## src/rtl/serial_sub_pkg.sv

```systemverilog
// Shared types for the bit-serial subtractor.
// State encoding and counter sizing helper.
package serial_sub_pkg;

  typedef enum logic [1:0] {
    IDLE,
    SHIFT,
    FIN
  } state_t;

  function automatic int cnt_w(input int width);
    return (width < 2) ? 1 : $clog2(width);
  endfunction

endpackage

```

## src/rtl/serial_subtractor_fsm_cell.sv

```systemverilog
// Full subtractor cell: d = a - b - bin, one bit.
// Purely combinational, reused every SHIFT cycle.
module full_subtractor_cell (
  input  logic a,
  input  logic b,
  input  logic bin,
  output logic d,
  output logic bout
);

  // Difference and borrow out of one bit position
  always_comb begin
    d    = a ^ b ^ bin;
    bout = (~a & b) | (~(a ^ b) & bin);
  end

endmodule

```

## src/rtl/serial_subtractor_fsm.sv

```systemverilog
// Bit-serial WIDTH-bit subtractor D = A - B - B_IN, LSB first.
// Optional OVF output when SERIAL_SUB_OVF_EN is defined.
import serial_sub_pkg::*;

module serial_subtractor_fsm #(
  parameter int WIDTH = 8
) (
  input  logic             CLK,
  input  logic             RST,
  input  logic             START,
  input  logic [WIDTH-1:0] A,
  input  logic [WIDTH-1:0] B,
  input  logic             B_IN,
  output logic             BUSY,
  output logic             DONE,
  output logic [WIDTH-1:0] D,
`ifdef SERIAL_SUB_OVF_EN
  output logic             OVF,
`endif
  output logic             B_OUT
);

  localparam int CW = cnt_w(WIDTH);
  localparam logic [CW-1:0] LAST = CW'(WIDTH - 1);

  state_t           state;
  logic [WIDTH-1:0] sa;
  logic [WIDTH-1:0] sb;
  logic [WIDTH-1:0] res;
  logic [CW-1:0]    cnt;
  logic             br;
  logic             d_bit;
  logic             b_next;
  logic [WIDTH-1:0] res_next;

  full_subtractor_cell u_cell (
    .a    (sa[0]),
    .b    (sb[0]),
    .bin  (br),
    .d    (d_bit),
    .bout (b_next)
  );

  // New difference bit enters at the MSB of the result
  assign res_next = {d_bit, res[WIDTH-1:1]};

  // Control FSM, datapath registers and registered outputs
  always_ff @(posedge CLK) begin
    if (RST) begin
      state <= IDLE;
      sa    <= '0;
      sb    <= '0;
      res   <= '0;
      cnt   <= '0;
      br    <= 1'b0;
      BUSY  <= 1'b0;
      DONE  <= 1'b0;
      D     <= '0;
      B_OUT <= 1'b0;
`ifdef SERIAL_SUB_OVF_EN
      OVF   <= 1'b0;
`endif
    end else begin
      DONE <= 1'b0;
      case (state)
        IDLE, FIN: begin
          if (START) begin
            sa    <= A;
            sb    <= B;
            br    <= B_IN;
            cnt   <= '0;
            BUSY  <= 1'b1;
            state <= SHIFT;
          end else begin
            state <= IDLE;
          end
        end
        SHIFT: begin
          sa  <= sa >> 1;
          sb  <= sb >> 1;
          res <= res_next;
          br  <= b_next;
          cnt <= cnt + CW'(1);
          if (cnt == LAST) begin
            D     <= res_next;
            B_OUT <= b_next;
`ifdef SERIAL_SUB_OVF_EN
            OVF   <= br ^ b_next;
`endif
            BUSY  <= 1'b0;
            DONE  <= 1'b1;
            state <= FIN;
          end
        end
        default: state <= IDLE;
      endcase
    end
  end

endmodule

```

## config.mk

```make
export PLATFORM = sky130hd
export DESIGN_NAME = serial_subtractor_fsm
export DESIGN_NICKNAME = d
export VERILOG_FILES = /design/src/rtl/serial_sub_pkg.sv /design/src/rtl/serial_subtractor_fsm_cell.sv /design/src/rtl/serial_subtractor_fsm.sv
export SDC_FILE = /design/constraint.sdc
export NUM_CORES = 1
export LEC_CHECK = 0
export CELL_PAD_IN_SITES_DETAIL_PLACEMENT = 1
export CELL_PAD_IN_SITES_GLOBAL_PLACEMENT = 2
export CORE_MARGIN = 2
export CORE_UTILIZATION = 30
export CTS_CLUSTER_SIZE = 25
export DETAILED_ROUTE_END_ITERATION = 8
export PLACE_DENSITY = 0.76
export SYNTH_ARGS = -nofsm -noshare
export SYNTH_HDL_FRONTEND = slang
export SYNTH_SLANG_ARGS = --single-unit
```

## constraint.sdc

```tcl
create_clock -name CLK -period 4.3 [get_ports CLK]
set_clock_uncertainty 0.1 [all_clocks]
set_input_delay 0.86 -clock CLK [delete_from_list [all_inputs] [get_ports CLK]]
set_output_delay 0.86 -clock CLK [all_outputs]
set_load 0.02 [all_outputs]
```

### Word-level counts from Yosys, hierarchy flattened

Index checks and enable logic that the tools add are counted.
W data, S select, Z words.

* flip-flop bits (word level): 41
* output and inout port bits: 11
* logic and storage cells: 46

* $add $sub $neg: 1
* equal/unequal tests: 5
* muxes and demuxes: 15
* bitwise operators: 8
* reductions and logical operators: 7

Operators with widths (number)
* $pmux W8 S2: 2
* $mux W8: 2
* $pmux W3 S2: 1
* $mux W1: 5
* $ne A2 B2 Y1 const B: 2
* $pmux W1 S2: 2
* $pmux W2 S2: 1
* $reduce_and A2 Y1: 2
* $reduce_or A2 Y1: 2
* $add A3 B1 Y3 const B: 1
* $eq A3 B3 Y1 const B: 1
* $mux W3: 1
* $not A1 Y1: 3
* $reduce_and A3 Y1: 1
* $and A1 B1 Y1: 2
* $eq A2 B1 Y1 const B: 1
* $eq A2 B2 Y1 const B: 1
* $logic_not A2 Y1: 1
* $mux W2: 1
* $reduce_bool A2 Y1: 1
* $xor A1 B1 Y1: 2
* $or A1 B1 Y1: 1

### Longest topological paths before layout

* word-level depth: 5
* depth in mapped cells: 6
* mapped depth without buffers: 5

### Modules after synthesis

A second synthesis with hierarchy kept.

* cells, all modules: 197
* area total of the unflattened synthesis: 1630.3 µm²

By module, submodules not included
* serial_subtractor_fsm: times used 1, cells each 193, area each 1599.0 µm², sequential area each 800.8 µm²
* full_subtractor_cell: times used 1, cells each 4, area each 31.3 µm², sequential area each 0.0 µm²

### Least setup slack after synthesis

OpenSTA, ideal clock, no wires.

* kind: input-to-reg
* start: in START
* end: reg br
* data arrival time: 1.443 ns
* path slack: 2.625 ns
* cell stages on the path: 5
* cells stage by stage: nor2b_2 > buf_6 > buf_12 > a2bb2oi_1 > a21oi_1

* longest elaborated chain between the ends: 2

Ends and longest elaborated chain
* from (decl): RTL line serial_subtractor_fsm.sv:10 `input logic START,`
* $ne A2 B2 Y1 (no source line)
* $reduce_and A2 Y1 (no source line)
* to (signal assigned): RTL line serial_subtractor_fsm.sv:82 `br <= b_next;`
* to (decl): RTL line serial_subtractor_fsm.sv:31 `logic br;`

Every way passes these cells.
A chain may end at the register's enable or synchronous reset.

### Worst setup path after layout

* start: in START
* end: reg sb[5]

* longest elaborated chain between the ends: 2

Ends and longest elaborated chain
* $ne A2 B2 Y1 (no source line)
* $reduce_and A2 Y1 (no source line)
* to (signal assigned): RTL line serial_subtractor_fsm.sv:80 `sb <= sb >> 1;`
* to (decl): RTL line serial_subtractor_fsm.sv:28 `logic [WIDTH-1:0] sb;`

Every way passes these cells.

==> impl_metrics.toml <==
[floorplan]
die_y_um = 77.2
fp.coreArea_mm2 = 0.00514
ios = 31
initial_core_util_pct = 31.3
rows = 26
die-area_mm2 = 0.00596
die_w_um = 77.2

[routing]
vias_per_cell = 4.73
ant_nets = 0
drt_iter0_markers = 64
wirelength_mm = 3.68
drc = 0
wl_per_cell_um = 12.8
vias = 1361
dr.pass1.iters = 4

[timing]
finalSetupTns_ps = 0
maxSlewViolCount = 0
slew_headroom_pct = 50.7
setup_violations = 0
rsz0062_at_grt = "no"
fmax_ghz = 0.441
period_minus_slack_ps = 2270
period_share_pct = 52.8
hold_violations = 0
tightest_slew_ps = 736

[critical_path]
critPathArrivalTime_ps = 2370
reg2reg_depth = 3
crit_type = "in -> reg"
cp_num_cells = 4
cp_top_family = "simple AND/OR/NAND/NOR gates"
crit_path_top_delay_cell = "nor2b_2"
crit_buf_inv = 1
startpoint_type = "input port"
slowest_delay_ps = 620
worstPathRequired_ps = 4400
critPathCaptureType = "flop"
crit_fanout = 18
crit_chain = "clkdlybuf4s50_1, nor2b_2, nand2_1, a311oi_1"

[grt]
grt_pass1_wl_mm = 6.11
grt_pass1_vias = 1416
grt_usage_pct = 12.9
grt_max_degree = 41
antenna_found_initial = 0
grt_overflow = 0

[pwr]
pwr-share-clk_pct = 38.1
p_total_mw = 0.786
p_seq_share_pct = 51.0
leakagePower_nw = 0.714
ir_drop_uv = 197
power_density_mw_per_mm2 = 392
switchingPower_mw = 0.185
p_int_mw = 0.600
pwr-share-comb_pct = 11.0
p_sw_share_pct = 23.6

[yosys]
synth_top_family_by_area = "simple AND/OR/NAND/NOR gates"
synth_fp_nets = 217
synthSimpleGateAreaFrac_pct = 24.0
synth_compound_gate_area_share_pct = 16.0
ys_async_sr_fraction_pct = 0
synth_ff_type = "dfxtp_1"
netlist_instances = 194
synth_edf_count = 0
synthTopCellsByCount = "nand2_1 (62), dfxtp_1 (40), a21oi_1 (22), nor2_1 (19), a311oi_1 (14)"
synth.top_cell.area_share_pct = 49.8
synth.area.top_cells = "dfxtp_1 (50%), nand2_1 (14%), a311oi_1 (7.6%), a21oi_1 (6.8%), nor2_1 (4.4%)"
post_synth.cell_area_avg_um2 = 8.29
ys_seq_elements = 40
yosys.area.top_type = "dfxtp_1"
synth_cell_type_count = 23
synth-xor-area-share_pct = 0
netlist_area_mm2 = 0.00161
synth_mux_area_share_pct = 0
synth-adder-area-share_pct = 2.80
synth_most_common_cell = "nand2_1"
yosysSeqAreaShare_pct = 49.8
ys_warn_count = 0

[clock_tree]
clk_pin_slew_ps = 70
htreeDepth = 2
hold_buffers = 0
post_cts_buffers = 0
clk_latency_ps = 290
cts_sinks = 40
cts-root-buf = "clkbuf_8"
cts_tree = "yes"
cts_inserted_buffers = 5
clockBufferDepth = 2
ctsResizeCount = 0

[run_status]
outcome = "finished clean"

[worst_hold_path]
holdPathStages = 2
worstHoldPathType = "reg -> reg"

[cells_and_area]
synthToLayoutAreaGrowth_pct = 24.8
antenna_cells = 0
post-route-cell-area_mm2 = 0.00201
stdcell_count = 288
num-nets-final = 240
fin_util_pct = 39.0
final_layout_size_suffix_gt1_share_pct = 5.05

[placement]
gp_congestion = 0.691
place_hpwl_mm = 2.54
dp.cells = 280
port_buffers = 30
place_area_mm2 = 0.00190

[run]
max_cap_violations = 0
==> final cells by class <==
class / instances / area (um2)
Fill cell: 653 / 3130
Sequential cell: 40 / 801
Multi-Input combinational cell: 136 / 688
Timing Repair Buffer: 32 / 315
Tap cell: 70 / 87.6
Clock buffer: 6 / 72.6
Clock inverter: 2 / 35.0
Inverter: 2 / 7.51
==> worst reg2reg max path: cells and delay by family (launching register included) <==
family           cells  cell delay (ps)
AO/OA/AOI/OAI        1              270
flip-flops           1              370
AND/OR/NAND/NOR      2              760
==> through the flow <==
stage	hold WS, ps	setup slack [ps]
after floorplan	332	2630
after global placement	346	1800
after detailed placement	353	1670
after CTS	364	2010
after global routing	388	1900
final	359	2030
==> placed cells by master, fill, tap and decap left out, drive strengths merged <==
master,n
nand2,62
dfxtp,40
clkdlybuf4s50,30
a21oi,22
nor2,19
a311oi,14
nand3,6
clkbuf,6
inv,2
nand2b,2
ha,2
buf,2
nor2b,2
and3b,1
nand3b,1
or2b,1
a2bb2oi,1
o21a,1
a211oi,1
fa,1
clkinv,1
bufinv,1
==> logic make-up after synthesis <==
group,count (synthesis)
compound gates,39
buf+inv,18
fa+ha+maj,3
flops,40
simple gates,94
==> routing by layer <==
layer | routed length [um] | track usage [%] | share of wire, % | vias up
met3 | 134 | 3.76 | 3.6 | 5
met5 | 0 | 0 | 0 | -
met1 | 1580 | 13.2 | 43 | 640
li1 | - | - | - | 692
met2 | 1920 | 24.3 | 52 | 24
met4 | 36 | 5.18 | 0.98 | 0
==> state kept, by name, summed over array words and instances, names as in the netlist <==
signal,count
D,8
sa,8
sb,8
res,7
cnt,3
state,2
BUSY,1
B_OUT,1
DONE,1
br,1
==> power groups by stage <==
stage                     Clock, mW  Sequential, mW  Combinational [mW]
after floorplan                   0           0.407              0.0632
after global placement            0           0.408              0.0845
after detailed placement          0           0.409              0.0876
after CTS                     0.309           0.401              0.0880
after global routing          0.320           0.403              0.0961
final                         0.299           0.401              0.0861
==> final timing paths <==
path            start  endpoint  slack, ps
max             START     sb[5]       2030
min              D[6]      D[6]        360
max reg2reg  state[0]     sb[5]       2710
min reg2reg      D[6]      D[6]        360
(Power assumes the default switching activity.)
==> edit: new RTL, same flow settings <==
Set the parameter `WIDTH` to 10 (it was 8).
--- a/src/rtl/serial_subtractor_fsm.sv
+++ b/src/rtl/serial_subtractor_fsm.sv
@@ -4,5 +4,5 @@
 
 module serial_subtractor_fsm #(
-  parameter int WIDTH = 8
+  parameter int WIDTH = 10
 ) (
   input  logic             CLK,
Interface: changed (resized A, B and D); port bits go from 31 to 37. The function was not compared with the original's and may differ.
==> edit against the original RTL <==
Setup slack lost 0.16 ns; total power is 9.3% higher; cell area up 26%; routed wire length grew 23%; critical path type unchanged; area after synthesis up 31%; via count increased by 20%; maximum frequency shrank 6.4%; sequential cell count grew 9.
==> edit: results <==
export IMPL_synth_nets=249
export IMPL_r2r_slack_ns=2.40
export IMPL_post_route_cell_area_um2=2540
export IMPL_min_delay_worst_endpoint="D[1]"
export IMPL_place_gp_congestion=0.669
export IMPL_synth_distinct_cells=32
export IMPL_p_seq_share_pct=56.1
export IMPL_n_all_buffers=37
export IMPL_path_clk_slew_ns=0.08
export IMPL_wl_met1_um=2250
export IMPL_drive_gt1_share_pct=9.27
export IMPL_cpPeakStageDelay_ns=0.77
export IMPL_hpwl_um=2760
export IMPL_multi_input_area_um2=976
export IMPL_ir_worst_vdd_v=0.000164
export IMPL_grt_use_total_pct=12.7
export IMPL_placed_cells=337
export IMPL_crit_arrival_ns=2.52
export IMPL_wl_per_cell_um=13.2
export IMPL_p_clk_share_pct=32.2
export IMPL_fillers=809
export IMPL_min_delay_start="D[1]"
export IMPL_outcome="complete, no violations"
export IMPL_drt_iter0_drc=62
export IMPL_use_met1_pct=16.6
export IMPL_portBuffers=36
export IMPL_final_cells=344
export IMPL_synth_seq_area_share_pct=46.6
export IMPL_p_leak_nw=0.834
export IMPL_wl_met2_um=2010
export IMPL_max_slew_worst_pin_slew_ns=1.03
export IMPL_regToRegEndpoint="D[7]"
export IMPL_inv_count=3
export IMPL_syn_area_per_cell_um2=9.49
export IMPL_via_per_inst=4.75
export IMPL_critical_path_max_fanout=23
export IMPL_cellPowerDensity_nw_per_um2=338
export IMPL_n_clock_buffer=7
export IMPL_holdWs_ns=0.373
export IMPL_dr_wl_met3_um=193
export IMPL_grt_antenna_before_repair=0
export IMPL_met3_usage_pct=3.02
export IMPL_p_int_w=0.000643
export IMPL_nMultiInputCombCells=152
export IMPL_reg_top3="D: 10 flops, sa: 10 flops, sb: 10 flops"
export IMPL_yosys_top_cells_area="dfxtp_1, nand2b_1, a22oi_1"
export IMPL_pre_cts_ws_ns=1.53
export IMPL_clk_share_pct=3.40
export IMPL_sh_seq_area_pct=38.7
export IMPL_cts_sinks=49
export IMPL_buffer_area_share_pct=14.3
export IMPL_use_met2_pct=20.0
export IMPL_synth_common_cells="dfxtp_1, a21oi_1, nand3_1"
export IMPL_fmax_mhz=412
export IMPL_grt_pass1_wl_um=7600
==> edit: cell count changes in the layout (fill, tap and decap cells not counted), sizes merged, moves of 2 or more <==
cell | unedited run | this run
a21oi | 22 | 35
a22oi | 0 | 18
a311oi | 14 | 0
clkdlybuf4s50 | 30 | 35
dfxtp | 40 | 49
mux2i | 0 | 10
nand2 | 62 | 20
nand2b | 2 | 24
nand3 | 6 | 24
nor2 | 19 | 3
nor3 | 0 | 2
o21ai | 0 | 2
==> edit: cells by family after synthesis <==
family	Yosys count	share of synthesized area [%]
buf+inv	21	7.07
mux	11	5.29
compound gates	57	17.6
flops	49	46.6
fa+ha+maj	3	2.14
simple gates	81	21.3
==> edit: worst max-delay path by stage <==
| stage | startpoint | end | depth (start not counted) |
|---|---|---|---|
| 2_1_floorplan | START | sa[0] | 4 |
| 3_3_place_gp | START | cnt[3] | 4 |
| 3_5_place_dp | START | cnt[3] | 4 |
| 4_1_cts | START | cnt[3] | 4 |
| 5_1_grt | START | cnt[3] | 4 |
| 6_report | START | cnt[3] | 4 |
